**src/rtl/turn_sequencer.sv**
```systemverilog
// rtl/turn_sequencer.sv - card round sequencer: deal, player turn, dealer turn, resolve
module turn_sequencer #(
  parameter int DEALER_STAND = 17,
  parameter int BUST_LIMIT   = 21,
  parameter int MAX_CARDS    = 5
) (
  input  logic       i_clk,
  input  logic       i_reset,
  input  logic       i_start,
  input  logic       i_cmd_valid,
  input  logic [1:0] i_cmd,
  input  logic [5:0] i_player_sum,
  input  logic [5:0] i_dealer_sum,
  input  logic [2:0] i_player_count,
  input  logic [2:0] i_dealer_count,
  output logic       o_deck_req,
  input  logic       i_card_valid,
  output logic       o_player_load,
  output logic       o_dealer_load,
  output logic       o_hand_clear,
  output logic [1:0] o_turn,
  output logic [2:0] o_state,
  output logic [1:0] o_result
);

  typedef enum logic [2:0] {
    S_IDLE   = 3'd0,
    S_CLEAR  = 3'd1,
    S_DEAL   = 3'd2,
    S_PLAYER = 3'd3,
    S_DEALER = 3'd4,
    S_DRAW   = 3'd5,
    S_SETTLE = 3'd6,
    S_END    = 3'd7   // RESOLVE while result is 00, DONE afterwards
  } state_t;

  // Which phase a DRAW/SETTLE pair belongs to, so SETTLE knows where to return.
  typedef enum logic [1:0] {
    CTX_DEAL   = 2'd0,
    CTX_PLAYER = 2'd1,
    CTX_DEALER = 2'd2
  } ctx_t;

  localparam logic [1:0] CMD_HIT   = 2'b01;
  localparam logic [1:0] CMD_STAND = 2'b10;

  localparam logic [1:0] RES_PLAYER = 2'b01;
  localparam logic [1:0] RES_DEALER = 2'b10;
  localparam logic [1:0] RES_PUSH   = 2'b11;

  localparam logic [5:0] STAND_SUM = 6'(DEALER_STAND);
  localparam logic [5:0] BUST_SUM  = 6'(BUST_LIMIT);
  localparam logic [2:0] CAP_CNT   = 3'(MAX_CARDS);

  state_t     state_q, state_d;
  ctx_t       ctx_q, ctx_d;
  logic [1:0] deal_idx_q, deal_idx_d;
  logic       tgt_dealer_q, tgt_dealer_d;
  logic       deck_req_q, deck_req_d;
  logic       player_load_q, player_load_d;
  logic       dealer_load_q, dealer_load_d;
  logic       hand_clear_q, hand_clear_d;
  logic [1:0] turn_q, turn_d;
  logic [1:0] result_q, result_d;

  // Next-state and next-output logic; every output is derived from the next state so it is registered.
  always_comb begin
    state_d       = state_q;
    ctx_d         = ctx_q;
    deal_idx_d    = deal_idx_q;
    tgt_dealer_d  = tgt_dealer_q;
    result_d      = result_q;
    player_load_d = 1'b0;
    dealer_load_d = 1'b0;
    hand_clear_d  = 1'b0;
    deck_req_d    = 1'b0;
    turn_d        = 2'b00;

    case (state_q)
      S_IDLE: begin
        if (i_start) state_d = S_CLEAR;
      end
      S_CLEAR: begin
        deal_idx_d = 2'd0;
        state_d    = S_DEAL;
      end
      S_DEAL: begin
        // Even deal slots go to the player, odd slots to the dealer.
        ctx_d        = CTX_DEAL;
        tgt_dealer_d = deal_idx_q[0];
        state_d      = S_DRAW;
      end
      S_PLAYER: begin
        if (i_cmd_valid) begin
          if (i_cmd == CMD_HIT) begin
            if (i_player_count < CAP_CNT) begin
              ctx_d        = CTX_PLAYER;
              tgt_dealer_d = 1'b0;
              state_d      = S_DRAW;
            end else begin
              state_d = S_DEALER;
            end
          end else if (i_cmd == CMD_STAND) begin
            state_d = S_DEALER;
          end
        end
      end
      S_DEALER: begin
        if ((i_dealer_sum < STAND_SUM) && (i_dealer_count < CAP_CNT)) begin
          ctx_d        = CTX_DEALER;
          tgt_dealer_d = 1'b1;
          state_d      = S_DRAW;
        end else begin
          state_d = S_END;
        end
      end
      S_DRAW: begin
        // Wait as long as the deck needs; the load pulse lands in the SETTLE cycle.
        if (i_card_valid) begin
          player_load_d = ~tgt_dealer_q;
          dealer_load_d = tgt_dealer_q;
          state_d       = S_SETTLE;
        end
      end
      S_SETTLE: begin
        case (ctx_q)
          CTX_DEAL: begin
            if (deal_idx_q == 2'd3) begin
              state_d = (i_player_sum == BUST_SUM) ? S_DEALER : S_PLAYER;
            end else begin
              deal_idx_d = deal_idx_q + 2'd1;
              state_d    = S_DEAL;
            end
          end
          CTX_PLAYER: begin
            if (i_player_sum > BUST_SUM)
              state_d = S_END;
            else if ((i_player_sum == BUST_SUM) || (i_player_count == CAP_CNT))
              state_d = S_DEALER;
            else
              state_d = S_PLAYER;
          end
          default: state_d = S_DEALER;
        endcase
      end
      S_END: begin
        if (result_q == 2'b00) begin
          if (i_player_sum > BUST_SUM)         result_d = RES_DEALER;
          else if (i_dealer_sum > BUST_SUM)    result_d = RES_PLAYER;
          else if (i_player_sum > i_dealer_sum) result_d = RES_PLAYER;
          else if (i_player_sum < i_dealer_sum) result_d = RES_DEALER;
          else                                  result_d = RES_PUSH;
        end else if (i_start) begin
          state_d = S_CLEAR;
        end
      end
      default: state_d = S_IDLE;
    endcase

    if (state_d == S_CLEAR) begin
      hand_clear_d = 1'b1;
      result_d     = 2'b00;
    end

    deck_req_d = (state_d == S_DRAW);

    case (state_d)
      S_PLAYER:          turn_d = 2'b01;
      S_DEALER:          turn_d = 2'b10;
      S_DRAW, S_SETTLE:  turn_d = tgt_dealer_d ? 2'b10 : 2'b01;
      default:           turn_d = 2'b00;
    endcase
  end

  // State and output registers with synchronous reset taking priority over all inputs.
  always_ff @(posedge i_clk) begin
    if (i_reset) begin
      state_q       <= S_IDLE;
      ctx_q         <= CTX_DEAL;
      deal_idx_q    <= 2'd0;
      tgt_dealer_q  <= 1'b0;
      deck_req_q    <= 1'b0;
      player_load_q <= 1'b0;
      dealer_load_q <= 1'b0;
      hand_clear_q  <= 1'b0;
      turn_q        <= 2'b00;
      result_q      <= 2'b00;
    end else begin
      state_q       <= state_d;
      ctx_q         <= ctx_d;
      deal_idx_q    <= deal_idx_d;
      tgt_dealer_q  <= tgt_dealer_d;
      deck_req_q    <= deck_req_d;
      player_load_q <= player_load_d;
      dealer_load_q <= dealer_load_d;
      hand_clear_q  <= hand_clear_d;
      turn_q        <= turn_d;
      result_q      <= result_d;
    end
  end

  assign o_state       = state_q;
  assign o_deck_req    = deck_req_q;
  assign o_player_load = player_load_q;
  assign o_dealer_load = dealer_load_q;
  assign o_hand_clear  = hand_clear_q;
  assign o_turn        = turn_q;
  assign o_result      = result_q;

endmodule

```
**config.mk**
```make
export PLATFORM = sky130hd
export DESIGN_NAME = turn_sequencer
export DESIGN_NICKNAME = d
export VERILOG_FILES = /design/src/rtl/turn_sequencer.sv
export SDC_FILE = /design/constraint.sdc
export NUM_CORES = 1
export LEC_CHECK = 0
export CORE_AREA = 2 2 41 71
export DETAILED_ROUTE_END_ITERATION = 16
export DIE_AREA = 0 0 43 73
export GPL_TIMING_DRIVEN = 1
export PLACE_DENSITY = 0.77
export REMOVE_ABC_BUFFERS = 1
export SLEW_MARGIN = 20
export SYNTH_ARGS = -nofsm -noshare
export SYNTH_HDL_FRONTEND = slang
export SYNTH_SLANG_ARGS = --single-unit
```
**constraint.sdc**
```tcl
create_clock -name i_clk -period 2.15 [get_ports i_clk]
set_input_delay 0.215 -clock i_clk [delete_from_list [all_inputs] [get_ports i_clk]]
set_output_delay 0.215 -clock i_clk [all_outputs]
set_load 0.01 [all_outputs]
```
==> Yosys cells after proc, flatten, opt, wreduce, memory -nomap -nowiden <==
Cells that the tools add are included.
Widths: inputs -> output; s select.
{ "totals": {"in_bits": 25, "output_inout_bits": 11, "reg_bits": 16, "elab_cells": 92} }
{ "op_classes": {"add_sub_neg": 1, "mux": 34, "n_bitwise": 3, "eq_ne": 24, "n_lt_le_gt_ge": 7, "reduce_logical": 13} }
{ "op_table": {"columns": ["op", "count"], "rows": [
  ["$mux 3", 10],
  ["$eq 3x3->1 const B", 8],
  ["$pmux 3 s8", 1],
  ["$mux 2", 11],
  ["$gt 6x5->1 const B", 2],
  ["$pmux 2 s3", 2],
  ["$ne 2x2->1 const B", 5],
  ["$eq 3x2->1 const B", 3],
  ["$mux 1", 7],
  ["$eq 3x1->1 const B", 2],
  ["$eq 6x5->1 const B", 1],
  ["$gt 6x6->1", 1],
  ["$lt 3x3->1 const B", 2],
  ["$lt 6x5->1 const B", 1],
  ["$lt 6x6->1", 1],
  ["$pmux 3 s2", 1],
  ["$reduce_and 5->1", 1],
  ["$eq 2x1->1 const B", 2],
  ["$eq 2x2->1 const B", 2],
  ["$logic_not 2->1", 2],
  ["$pmux 2 s2", 1],
  ["$reduce_or 2->1", 2],
  ["$logic_not 3->1", 1],
  ["$not 1->1", 3],
  ["10 further kinds", 10]
]} }

==> Logic depth before layout (Yosys ltp) <==
{ "logic_depth": {"depth_word": 9, "mapped_depth": 8, "mapped_depth_nobuf": 8} }

==> Worst setup path after synthesis <==
No wires, ideal clock.
{ "synth_path": {"kind": "reg-to-reg", "startpoint": "register state_q[1], in the netlist o_state[1]", "endpoint": "register turn_q[0], in the netlist o_turn[0]", "arrival_ns": 1.913, "path_slack_ns": 0.136, "path_buffers": 2, "required_time_ns": 2.049, "stages_incl_launch_ff": 9, "setup_ns": 0.101, "period_less_slack_ns": 2.014, "path_cell_list": "dfxtp_1 -> buf_2 -> and3b_1 -> clkbuf_1 -> nand3b_1 -> a21oi_1 -> and3b_1 -> or4b_1 -> o41ai_1"} }
{ "synth_between": {"elab_chain_len": 7, "elab_cells_between_ends": 23, "classes_between": "11 x eq/ne; 10 x mux; 2 x reduce/logical"} }
{ "synth_lines": {"columns": ["item", "line", "rtl"], "rows": [
  ["start: declaration", "55", "state_t state_q, state_d;"],
  ["start signal: assignment", "189", "state_q <= state_d;"],
  ["$mux 3", "103", "end else if (i_cmd == CMD_STAND) begin"],
  ["$mux 3", "95", "if (i_cmd == CMD_HIT) begin"],
  ["$mux 3", "94", "if (i_cmd_valid) begin"],
  ["$pmux 3 s8", "79", "case (state_q)"],
  ["$eq 3x3->1", "167", "case (state_d)"],
  ["$reduce_or 2->1", "167", null],
  ["$pmux 2 s3 (*)", "167", null],
  ["end signal: assignment", "197", "turn_q <= turn_d;"],
  ["end: declaration", "63", "logic [1:0] turn_q, turn_d;"]
]} }
Mark *: on every way between the ends. The rest lies on a longest branch, timed or not.
A chain may end at the register's enable or synchronous reset.

==> Worst setup path after layout <==
{ "layout_path": {"startpoint": "input port i_player_sum[1]", "endpoint": "register turn_q[0], in the netlist o_turn[0]"} }
{ "layout_between": {"elab_chain_len": 9, "elab_cells_between_ends": 15, "classes_between": "1 x order compare; 5 x eq/ne; 7 x mux; 2 x reduce/logical"} }
{ "layout_lines": {"columns": ["item", "line", "rtl"], "rows": [
  ["start: declaration", "12", "input logic [5:0] i_player_sum,"],
  ["parallel branches: the longest is 4 deep, another holds $gt 6x5->1", null, null],
  ["$pmux 3 s2 (*)", "126", "case (ctx_q)"],
  ["$pmux 3 s8 (*)", "79", null],
  ["$eq 3x3->1", "167", null],
  ["$reduce_or 2->1", "167", null],
  ["$pmux 2 s3 (*)", "167", null]
]} }
Mark *: on every way between the ends.

==> impl_metrics.json <==
{
  "pwr-share-comb_pct": 42.3,
  "endpoint": "o_turn[0]",
  "ant_nets": 0,
  "fin_crit_ns": 2.06,
  "portBuffers": 35,
  "end_kind": "flip-flop",
  "h-tree-depth": 1,
  "hold_path_class": "reg2reg",
  "die_w_um": 43,
  "core_area_um2": 2630,
  "wl_per_cell_um": 15.5,
  "placed_cells": 225,
  "slew_viol_final": 0,
  "slew_headroom_pct": 65.8,
  "synth.area.mux_share_pct": 0.881,
  "grt_max_degree": 15,
  "power_density_nw_per_um2": 596,
  "synthArstFlopShare_pct": 0,
  "critPathLaunch": "i_player_sum[1]",
  "rr_endpoint": "o_turn[0]",
  "synth_xor_area_share_pct": 0.771,
  "final_cell_mix": "34 x clkdlybuf4s50_1, 27 x buf_4, 18 x nor2_1, 16 x dfxtp_1, 13 x a21oi_1",
  "timing.rr.start": "o_state[1]",
  "p_sw_uw": 344,
  "fin_cells": 230,
  "dp_hpwl_um": 2950,
  "cts_tree": "yes",
  "clockRootBuffer": "clkbuf_8",
  "setup_viol": 0,
  "yosys.area_share.adder_pct": 7.71,
  "boundaryPins": 36,
  "diodes": 0,
  "cts.sinks": 16,
  "ff2ff_setup_slack_ns": 0.15,
  "drive_gt1_share_pct": 21.2,
  "overflow": 0,
  "switching_share_pct": 32.1,
  "grt_setup_unrepaired": "no",
  "grt_pass1_vias": 1380,
  "avgSynthCellArea_um2": 8.06,
  "fin_skew_ns": 0.00540,
  "nets": 236,
  "cap_violations": 0,
  "arrival_ns": 2.20,
  "seq_area_frac_synth_pct": 28.2,
  "final_common_cell": "clkdlybuf4s50_1",
  "ys_types": 42,
  "drt-initial-drc-count": 20,
  "synth_flop_cell": "dfxtp_1",
  "vdd_drop_max_mv": 0.301,
  "synth_compound_area_share_pct": 29.1,
  "p_leak_nw": 0.758,
  "finalWirelength_um": 3550,
  "worst-path-max-fanout": 4,
  "die_h_um": 73,
  "grt_pass1_wl_um": 5810,
  "path_class": "in2reg",
  "clkSlewWorstSetupHoldPaths_ns": 0.07,
  "num_rows": 25,
  "vias": 1351,
  "synth-seq-cells": 16,
  "holdBufCountCts": 0,
  "syn-cell-area_um2": 1140,
  "grt_usage_pct": 24.9,
  "synthSimpleGateAreaFrac_pct": 28.6,
  "outcome": "complete, no violations",
  "setup.worst_path.start_class": "input port",
  "viasPerCell": 5.87,
  "cts_buffers": 3,
  "synth_top_family_by_area": "compound AO/OA/AOI/OAI gates",
  "required_ns": 2.29,
  "gp_congestion": 0.842,
  "firstDrtPassIters": 4,
  "final-hold-violation-count": 0,
  "dieArea_um2": 3140,
  "initial_core_util_pct": 43.2,
  "ys_warn_count": 0,
  "tightest_slew_ns": 0.508,
  "max_freq_mhz": 486,
  "synth_edf_count": 0,
  "drc_errors": 0,
  "post-route-period-util_pct": 95.8,
  "pwr-share-clk_pct": 25.1,
  "antenna_found_initial": 0,
  "seqPwrFrac_pct": 32.5,
  "area_growth_pct": 58.6,
  "rr_worst_depth": 6,
  "setup_tns_ns": 0,
  "clk_path_buf_depth": 2,
  "syn_inst": 141,
  "p_int_uw": 730,
  "clk_latency_ns": 0.25
}
metal layers:
layer,track usage (%),wire [um],up-vias
li1,-,-,643
met1,20.0,1110,631
met2,50.7,2060,56
met3,4.70,176,21
met4,16.5,199,0
met5,0,0,-
synth_stat cells (2+ instances only):
library cell | number | area, um2
nor2_1 | 18 | 67.6
a21boi_0 | 2 | 15.0
a21oi_1 | 14 | 70.1
ha_1 | 7 | 87.6
dfxtp_1 | 16 | 320
nor2b_1 | 3 | 18.8
nand2b_1 | 5 | 31.3
o21a_1 | 4 | 30.0
and3b_1 | 3 | 26.3
nand3b_1 | 4 | 30.0
nand3_1 | 4 | 20.0
inv_1 | 10 | 37.5
nand2_1 | 7 | 26.3
nor3_1 | 3 | 15.0
o211ai_1 | 3 | 22.5
a21o_1 | 3 | 22.5
o21ai_0 | 8 | 40.0
clkbuf_1 | 3 | 11.3
sequential cells by signal (all words and copies together), names as in the netlist:
signal,flops
o_player_load,1
o_deck_req,1
o_turn,2
o_state,3
ctx_q,2
deal_idx_q,2
o_result,2
tgt_dealer_q,1
o_hand_clear,1
o_dealer_load,1
final cells by class:
| type | instances | area (um2) |
|---|---|---|
| clock buffer | 4 | 55.1 |
| fill | 242 | 826 |
| inverter | 10 | 37.5 |
| multi-input combinational | 111 | 803 |
| sequential | 16 | 320 |
| tap | 27 | 33.8 |
| timing repair buffer | 62 | 552 |
per-stage QoR:
stage	worst slack (ns)	hold WS, ns	power [mW]	util [%]	cell area [um2]
finish	0.0913	0.484	1.07	68.6	1800
global route	0.0309	0.527	1.13	68.6	1800
CTS	0.00782	0.486	1.06	67.3	1770
detailed placement	-0.340	0.475	0.792	64.7	1700
global placement	-0.222	0.469	0.775	64.7	1700
floorplan	0.220	0.284	0.558	-	1120
timing repair:
item | CTS | global route
resized for setup | 3 | 5
setup endpoints to repair | 1 | 2
pin swaps | 0 | 3
buffers inserted | 0 | 1
power groups by stage:
stage,clock network (mW),logic [mW],registers (mW)
after floorplan,0,0.188,0.370
after global placement,0,0.420,0.355
after detailed placement,0,0.437,0.355
after CTS,0.274,0.441,0.349
after global routing,0.290,0.491,0.353
final,0.270,0.455,0.349
worst max-delay path: stages:
cell	delay, ns
clkdlybuf4s50_1	0.50
nand4bb_4	0.20
o22ai_4	0.09
or3b_4	0.42
a311oi_4	0.23
or4b_1	0.46
o41ai_1	0.08
how the worst min path moves through the flow:
| stage | from | to | slack, ns | depth (start not counted) |
|---|---|---|---|---|
| after floorplan | i_reset | ctx_q[0] | 0.28 | 1 |
| after global placement | tgt_dealer_q | o_dealer_load | 0.47 | 2 |
| after detailed placement | tgt_dealer_q | o_dealer_load | 0.47 | 2 |
| after CTS | tgt_dealer_q | o_dealer_load | 0.49 | 2 |
| after global routing | tgt_dealer_q | o_dealer_load | 0.53 | 2 |
| final | tgt_dealer_q | o_dealer_load | 0.48 | 2 |
logic make-up (layout without fill, tap and decap cells):
| group | Yosys count | in the layout |
|---|---|---|
| AOI/OAI and AO/OA | 45 | 45 |
| DFF | 16 | 16 |
| adders and majority gates | 7 | 7 |
| buffers and inverters | 14 | 76 |
| muxes | 1 | 1 |
| and+or+nand+nor | 57 | 57 |
| xor gates and xnor gates | 1 | 1 |
Power figures use the tool's default switching activity.
